**config.mk**
```make
export PLATFORM = sky130hd
export DESIGN_NAME = dvfs_sequencer
export DESIGN_NICKNAME = d
export VERILOG_FILES = /design/src/rtl/dvfs_sequencer.sv
export SDC_FILE = /design/constraint.sdc
export NUM_CORES = 1
export LEC_CHECK = 0
export ABC_AREA = 1
export BUFFER_PORTS_ARGS = -buffer_cell sky130_fd_sc_hd__buf_2
export CAP_MARGIN = 15
export CORE_MARGIN = 2
export CORE_UTILIZATION = 50
export CTS_CLUSTER_SIZE = 14
export DETAILED_ROUTE_END_ITERATION = 12
export GPL_TIMING_DRIVEN = 0
export MAX_ROUTING_LAYER = met4
export PLACE_DENSITY = 0.72
export SYNTH_ARGS = -nofsm -noshare
export SYNTH_HDL_FRONTEND = slang
export SYNTH_SLANG_ARGS = --single-unit
```
**constraint.sdc**
```tcl
create_clock -name ref_clk -period 4.09 [get_ports ref_clk]
set_input_delay 0.2045 -clock ref_clk [delete_from_list [all_inputs] [get_ports ref_clk]]
set_output_delay 0.2045 -clock ref_clk [all_outputs]
set_load 0.03 [all_outputs]
```
**src/rtl/dvfs_sequencer.sv**
```systemverilog
// DVFS sequencer: arbitrates level requests and orders voltage/frequency changes
// so voltage never drops below what the running frequency needs.
module dvfs_sequencer #(
    parameter int NUM_REQ            = 4,
    parameter int VOLT_SETTLE_CYCLES = 64,
    parameter int TIMEOUT_CYCLES     = 4096
) (
    input  logic                   ref_clk,
    input  logic                   rst_n,
    input  logic [NUM_REQ-1:0]     req_valid,
    input  logic [3*NUM_REQ-1:0]   req_level,
    input  logic [2:0]             thermal_cap,
    output logic [NUM_REQ-1:0]     grant,
    output logic [2:0]             volt_level_req,
    output logic                   volt_req,
    input  logic                   volt_ack,
    output logic [2:0]             freq_level_req,
    output logic                   freq_enable,
    input  logic                   freq_ready,
    input  logic [2:0]             freq_current_level,
    output logic [2:0]             active_level,
    output logic                   busy,
    output logic                   error,
    input  logic                   error_clr
);
    localparam int PW   = (NUM_REQ > 1) ? $clog2(NUM_REQ) : 1;
    localparam int CMAX = (TIMEOUT_CYCLES > VOLT_SETTLE_CYCLES) ? TIMEOUT_CYCLES : VOLT_SETTLE_CYCLES;
    localparam int CW   = $clog2(CMAX + 1);
    localparam logic [CW-1:0] TMO_LAST    = CW'(TIMEOUT_CYCLES - 1);
    localparam logic [CW-1:0] SETTLE_LAST = CW'(VOLT_SETTLE_CYCLES - 1);

    typedef enum logic [2:0] {
        IDLE, VUP, VUP_WAIT, SETTLE, FSET, FSET_WAIT, VDN, VDN_WAIT
    } state_t;

    state_t          state;
    logic [PW-1:0]   ptr;
    logic [2:0]      tgt;
    logic [CW-1:0]   cnt;

    logic [2:0]      lvl [NUM_REQ];
    logic            win_found;
    logic [PW-1:0]   win_idx;
    logic [PW-1:0]   scan_idx;
    logic [2:0]      win_target;
    logic [NUM_REQ-1:0] win_onehot;

    for (genvar i = 0; i < NUM_REQ; i++) begin : g_lvl
        assign lvl[i] = req_level[3*i +: 3];
    end

    // Round-robin scan starting at the pointer; first valid requester wins.
    always_comb begin
        win_found  = 1'b0;
        win_idx    = '0;
        scan_idx   = '0;
        win_onehot = '0;
        for (int k = 0; k < NUM_REQ; k++) begin
            scan_idx = PW'((int'(ptr) + k) % NUM_REQ);
            if (!win_found && req_valid[scan_idx]) begin
                win_found = 1'b1;
                win_idx   = scan_idx;
            end
        end
        win_onehot[win_idx] = win_found;
        win_target = (lvl[win_idx] < thermal_cap) ? lvl[win_idx] : thermal_cap;
    end

    assign busy = (state != IDLE);

    always_ff @(posedge ref_clk or negedge rst_n) begin
        if (!rst_n) begin
            state          <= IDLE;
            ptr            <= '0;
            tgt            <= 3'd4;
            cnt            <= '0;
            grant          <= '0;
            volt_req       <= 1'b0;
            volt_level_req <= 3'd4;
            freq_enable    <= 1'b0;
            freq_level_req <= 3'd4;
            active_level   <= 3'd4;
            error          <= 1'b0;
        end else begin
            grant    <= '0;
            volt_req <= 1'b0;
            // A timeout below overrides this clear in the same cycle.
            if (error_clr) error <= 1'b0;
            case (state)
                IDLE: begin
                    if (!error) begin
                        if (thermal_cap < active_level) begin
                            tgt   <= thermal_cap;
                            state <= FSET;
                        end else if (win_found) begin
                            grant <= win_onehot;
                            ptr   <= PW'((int'(win_idx) + 1) % NUM_REQ);
                            tgt   <= win_target;
                            if (win_target > active_level)      state <= VUP;
                            else if (win_target < active_level) state <= FSET;
                        end
                    end
                end
                VUP: begin
                    volt_level_req <= tgt;
                    volt_req       <= 1'b1;
                    cnt            <= '0;
                    state          <= VUP_WAIT;
                end
                VUP_WAIT: begin
                    if (volt_ack) begin
                        cnt   <= '0;
                        state <= SETTLE;
                    end else if (cnt == TMO_LAST) begin
                        error <= 1'b1;
                        state <= IDLE;
                    end else begin
                        cnt <= cnt + 1'b1;
                    end
                end
                SETTLE: begin
                    if (cnt == SETTLE_LAST) state <= FSET;
                    else                    cnt   <= cnt + 1'b1;
                end
                FSET: begin
                    freq_level_req <= tgt;
                    freq_enable    <= 1'b1;
                    cnt            <= '0;
                    state          <= FSET_WAIT;
                end
                FSET_WAIT: begin
                    if (freq_ready && freq_current_level == tgt) begin
                        freq_enable  <= 1'b0;
                        active_level <= tgt;
                        state        <= (tgt < active_level) ? VDN : IDLE;
                    end else if (cnt == TMO_LAST) begin
                        error       <= 1'b1;
                        freq_enable <= 1'b0;
                        state       <= IDLE;
                    end else begin
                        cnt <= cnt + 1'b1;
                    end
                end
                VDN: begin
                    volt_level_req <= tgt;
                    volt_req       <= 1'b1;
                    cnt            <= '0;
                    state          <= VDN_WAIT;
                end
                VDN_WAIT: begin
                    if (volt_ack) begin
                        state <= IDLE;
                    end else if (cnt == TMO_LAST) begin
                        error <= 1'b1;
                        state <= IDLE;
                    end else begin
                        cnt <= cnt + 1'b1;
                    end
                end
                default: state <= IDLE;
            endcase
        end
    end
endmodule
```
Word level (Yosys, flattened, before mapping)
Index checks and enable logic that the tools add are counted.
{ "word_totals": {"regBits": 37, "inputBits": 27, "out_inout_bits": 17, "word_cells": 127} }
{ "classes": {"addsub": 5, "magnitude_cmp": 12, "eq_ne": 18, "mux": 55, "n_bitwise": 4, "n_reduce_logical": 22} }
{ "op_table": {"columns": ["cell", "n"], "rows": [
  ["13-bit 2-to-1 mux", 5],
  ["13-bit one-hot mux with 5 select lines", 1],
  ["3-bit 2-to-1 mux", 16],
  ["3-bit one-hot mux with 8 select lines", 1],
  ["1-bit 2-to-1 mux", 16],
  ["4-bit 2-to-1 mux", 4],
  ["2-bit by 3-bit less-than comparator with 1-bit output, second input constant", 5],
  ["13-bit by 1-bit adder with 13-bit output, second input constant", 1],
  ["13-bit by 12-bit equality test with 1-bit output, second input constant", 1],
  ["13-bit by 6-bit equality test with 1-bit output, second input constant", 1],
  ["3-bit equality test, second input constant", 4],
  ["3-bit less-than comparator", 4],
  ["4-bit AND reduction", 3],
  ["2-bit != test, second input constant", 5],
  ["1-bit binary-select mux with 2-bit select", 4],
  ["2-bit 2-to-1 mux", 4],
  ["3-bit binary-select mux with 2-bit select", 1],
  ["3-bit by 2-bit equality test with 1-bit output, second input constant", 2],
  ["3-bit != test, second input constant", 2],
  ["1-bit logical AND", 5],
  ["5-bit nonzero test", 1],
  ["2-bit by 1-bit adder with 2-bit output, second input constant", 2],
  ["2-bit adder, second input constant", 2],
  ["4-bit AND", 1],
  ["18 further kinds", 25]
]} }

Depth between registers and ports, before layout
{ "logic_depth": {"ltp_word": 25, "mapped_depth": 26, "ltp_nobuf": 26} }

Worst setup path after synthesis
Ideal clock, no wire load.
{ "synth_path": {"kind": "reg2reg", "from": "register ptr[0]", "to": "register state[0]", "setup_time_ps": 83, "t_arrival_ps": 3195, "t_required_ps": 4007, "slack_ps": 812, "stages_incl_launch_ff": 24, "path_buffers": 1, "period_less_slack_ps": 3278, "path_cell_list": "dfrtp_1 buf_6 nand2_1 nand2_2 nand2_2 nand2_4 nor2_8 nand3_4 nand3_4 inv_1 o21ai_0 o22ai_1 ha_1 a21oi_1 nand2_1 nand2_1 nand2_1 ha_1 nand2_1 o21ai_0 o21ai_0 o21ai_0 nand2_1 o21ai_0"} }
{ "synth_via": {"elab_chain_len": 24, "word_cells_on_any_way": 41, "classes_between": "3 x add/sub; 3 x order compare; 2 x eq/ne; 25 x mux; 1 x bitwise; 7 x reduce/logical"} }
{ "synth_rtl": {"columns": ["element", "line_no", "text"], "rows": [
  ["start, declared", "37", "logic [PW-1:0] ptr;"],
  ["start signal, assigned", "97", "ptr <= PW'((int'(win_idx) + 1) % NUM_REQ);"],
  ["branches (longest 24 deep; another with 2-bit by 1-bit adder with 2-bit output)", null, null],
  ["end signal, assigned", "135", "state <= (tgt < active_level) ? VDN : IDLE;"],
  ["end, declared", "36", "state_t state;"]
]} }
Parallel ways; which one is timed is not known. The select of a mux whose other input is x is not followed.
A chain may end at the register's enable or synchronous reset.

Worst setup path after layout
Same ends and word-level chain as after synthesis.

==> results.md <==
* Tmin final at 3.637 ns
* Crit Path Category: flop to flop
* Total Wirelength at 6.200 mm
* IO Port Bufs at 43
* CTS tree: built
* Post-Syn Nets at 435
* Vias/cell at 5.233
* DRT iter0 DRCs at 144
* Synth Cell Area at 0.002870 mm²
* Most used DFF post-synth: dfrtp_1
* Distinct cells, synth at 42
* I/O pins at 44
* Worst-path clk slew at 0.07 ns
* Peak supply drop at 0.2064 mV
* Vias at 2700
* Post-CTS Setup Bufs at 0
* WL per Instance at 12.02 µm
* Commonest non-fill, non-tap cell in the layout: nand2_1
* CP max FO at 11
* Max cap viols at 0
* Syn Area/Cell at 7.303 µm²
* Core ar. at 0.005540 mm²
* Vias in the first global route at 2487
* Htree depth at 2
* # fillers at 508
* Final WS setup at 0.4531 ns
* Min-delay worst type: primary input to async pin
* Post-synthesis sequential area ratio at 32.43%
* Dominant cells by area after synthesis: dfrtp_1 (29%), nand2_1 (12%), inv_1 (7.6%)
* # diodes at 0
* P_leak at 1.664 nW
* Setup Viol. Count Final at 0
* Yosys warns at 0
* Die X-Extent at 79.77 µm
* Final period utilization at 88.92%
* Most frequent cells in the layout: nand2_1 (91), inv_1 (58), buf_2 (43)
* CTS Root Cell: clkbuf_8
* Sum Neg Setup Slack at 0 ns
* # rows at 27
* Least-Margin Pin Slew at 0.8013 ns
* CP required at 4.30 ns
* Peak Freq at 275.0 MHz
* Area occupied by registers at 930.9 µm²
* Footprint of the multi-input gates at 0.001660 mm²
* Grt total ovfl at 0
* CP Capture Type: flop
* Gates resized, CTS repair at 0
* Die area at 0.006362 mm²
* Final #Nets at 485
* PD cells at 240.8 mW/mm²
* Area grow syn2layout at 14.91%
* CTS buffer count at 5
* Hold_buf cts at 0
* DRC errors left at 0
* Worst clock skew at 0.006182 ns
* Detailed placement HPWL at 4.882 mm
* Top-area cell type share of the netlist area at 28.77%
* Share of synthesized registers carrying an async set or reset at 100.0%
* Startpoint type of the worst setup path: flop
* Synth Instances at 393
* Clock buffer depth at 2
* Post-synth EDFFs at 0
* Leading area contributor after synthesis: dfrtp_1
* GPL Wtd Cong at 0.8845
* Status: finished clean
* Share of cells above drive strength 1 at 23.42%
* RSZ-0062 raised after global routing: no
* Antenna Nets Post-Route at 0
* Initial Util at 51.81%
* DP Worst Slack at 0.3849 ns
* Worst path arrival time at 3.85 ns
* Pins Over Slew Limit at 0
* Seq cells post-synth at 37
* Clk_lat worst skew at 0.29 ns
* DR pass1 iterations at 5
* Total GRT Usage at 21.76%
* Final hold vios at 0
* Largest net degree at the start of global routing at 38
* Die Y at 79.77 µm
* Initial antenna violation count at 0
* Worst rel slew slack at 46.58%
* Num Clock Sinks at 37
* First-pass GRT wire length at 10.90 mm
metal layers:
metal	up-vias	track usage (%)	part of all wire, %
met1	1238	28.01	47
met4	0	4.915	1.0
met2	64	36.30	48
met3	5	3.507	3.6
met5	-	-	0
li1	1393	-	-
flip-flops by register name, summed over array words and instances, names as in the netlist:
name	cells
cnt	13
freq_enable	1
freq_level_req	3
tgt	3
volt_level_req	3
grant	4
ptr	2
error	1
state	3
volt_req	1
active_level	3
final cells by class:
cell class,count,area share (%)
clock inverters,1,0.9105
clock buffers,7,2.618
plain buffers,3,1.024
well taps,72,2.731
inverters,67,7.625
flip-flops and latches,37,28.22
repair buffers,43,6.525
multi-input cells,286,50.34
critical path: stages, from the launching register on:
cell,delay [ns]
dfrtp_1,0.40
buf_6,0.15
nand2_1,0.08
nand2_2,0.10
nand2_2,0.10
nand2_4,0.06
nor2_8,0.11
nand3_4,0.12
nand3_4,0.16
inv_1,0.11
o21ai_0,0.22
o22ai_2,0.12
ha_1,0.30
a21oi_1,0.23
nand2_1,0.11
nand2_1,0.08
nand2_1,0.06
ha_1,0.29
nand2_1,0.05
o21ai_0,0.19
o21ai_0,0.15
o21ai_1,0.19
nand2_1,0.07
o21ai_0,0.12
synthesized netlist by cell type (3+ instances only):
| library cell | count |
|---|---|
| a21oi_1 | 24 |
| o21ai_1 | 4 |
| o211ai_1 | 3 |
| inv_2 | 9 |
| dfstp_2 | 4 |
| inv_1 | 58 |
| nor2_1 | 30 |
| nor2_2 | 3 |
| nand2_4 | 5 |
| nand4_1 | 8 |
| o22ai_1 | 4 |
| nand2_1 | 91 |
| nand2_2 | 8 |
| buf_6 | 3 |
| nor3_1 | 4 |
| nand3_4 | 3 |
| o21ai_0 | 33 |
| nand3_1 | 15 |
| ha_1 | 15 |
| dfrtp_1 | 33 |
| nand3_2 | 8 |
| nor4_1 | 3 |
final timing paths:
| kind | startpoint | end | slack [ns] | cells past startpoint |
|---|---|---|---|---|
| max | ptr[0]$_DFFE_PN0P_ | state[0]$_DFFE_PN0P_ | 0.45 | 23 |
| min | rst_n | cnt[2]$_DFFE_PN0P_ | 0.002 | 1 |
| max reg2reg | ptr[0]$_DFFE_PN0P_ | state[0]$_DFFE_PN0P_ | 0.45 | 23 |
| min reg2reg | freq_level_req[0]$_DFFE_PN0P_ | freq_level_req[0]$_DFFE_PN0P_ | 0.48 | 2 |
| max in group asynchronous | rst_n | cnt[12]$_DFFE_PN0P_ | 3.58 | 1 |
| min in group ref_clk | error_clr | error$_DFF_PN0_ | 0.11 | 2 |
report_power, final:
part	switching (mW)	total, mW	internal, mW
logic	0.0649	0.105	0.0402
registers	0.0000000000000000191	0.366	0.366
clock network	0.125	0.323	0.199
metrics by stage:
stage | cell area, µm² | hold WS (ns) | power, mW | cells | utilization, %
6_report | 3298 | 0.002368 | 0.7943 | 516 | 59.53
3_3_place_gp | 3176 | 0.3415 | 0.4746 | 508 | 57.32
2_1_floorplan | 2870 | -0.09109 | 0.4432 | 393 | -
4_1_cts | 3292 | 0.03429 | 0.8016 | 516 | 59.42
5_1_grt | 3298 | 0.07160 | 0.8280 | 516 | 59.53
3_5_place_dp | 3176 | 0.3431 | 0.4773 | 508 | 57.32
cells by family (layout without fill, tap and decap cells):
| family | Yosys count | after routing | synth area share, % |
|---|---|---|---|
| AO/OA/AOI/OAI | 81 | 81 | 16.48 |
| XOR/XNOR | 3 | 3 | 0.9156 |
| adder cells (fa/ha/maj) | 15 | 15 | 6.539 |
| buffers and inverters | 70 | 121 | 9.939 |
| flip-flops | 37 | 37 | 32.43 |
| AND/OR/NAND/NOR | 187 | 187 | 33.70 |
Note: power is estimated with default switching activity, not from simulation.
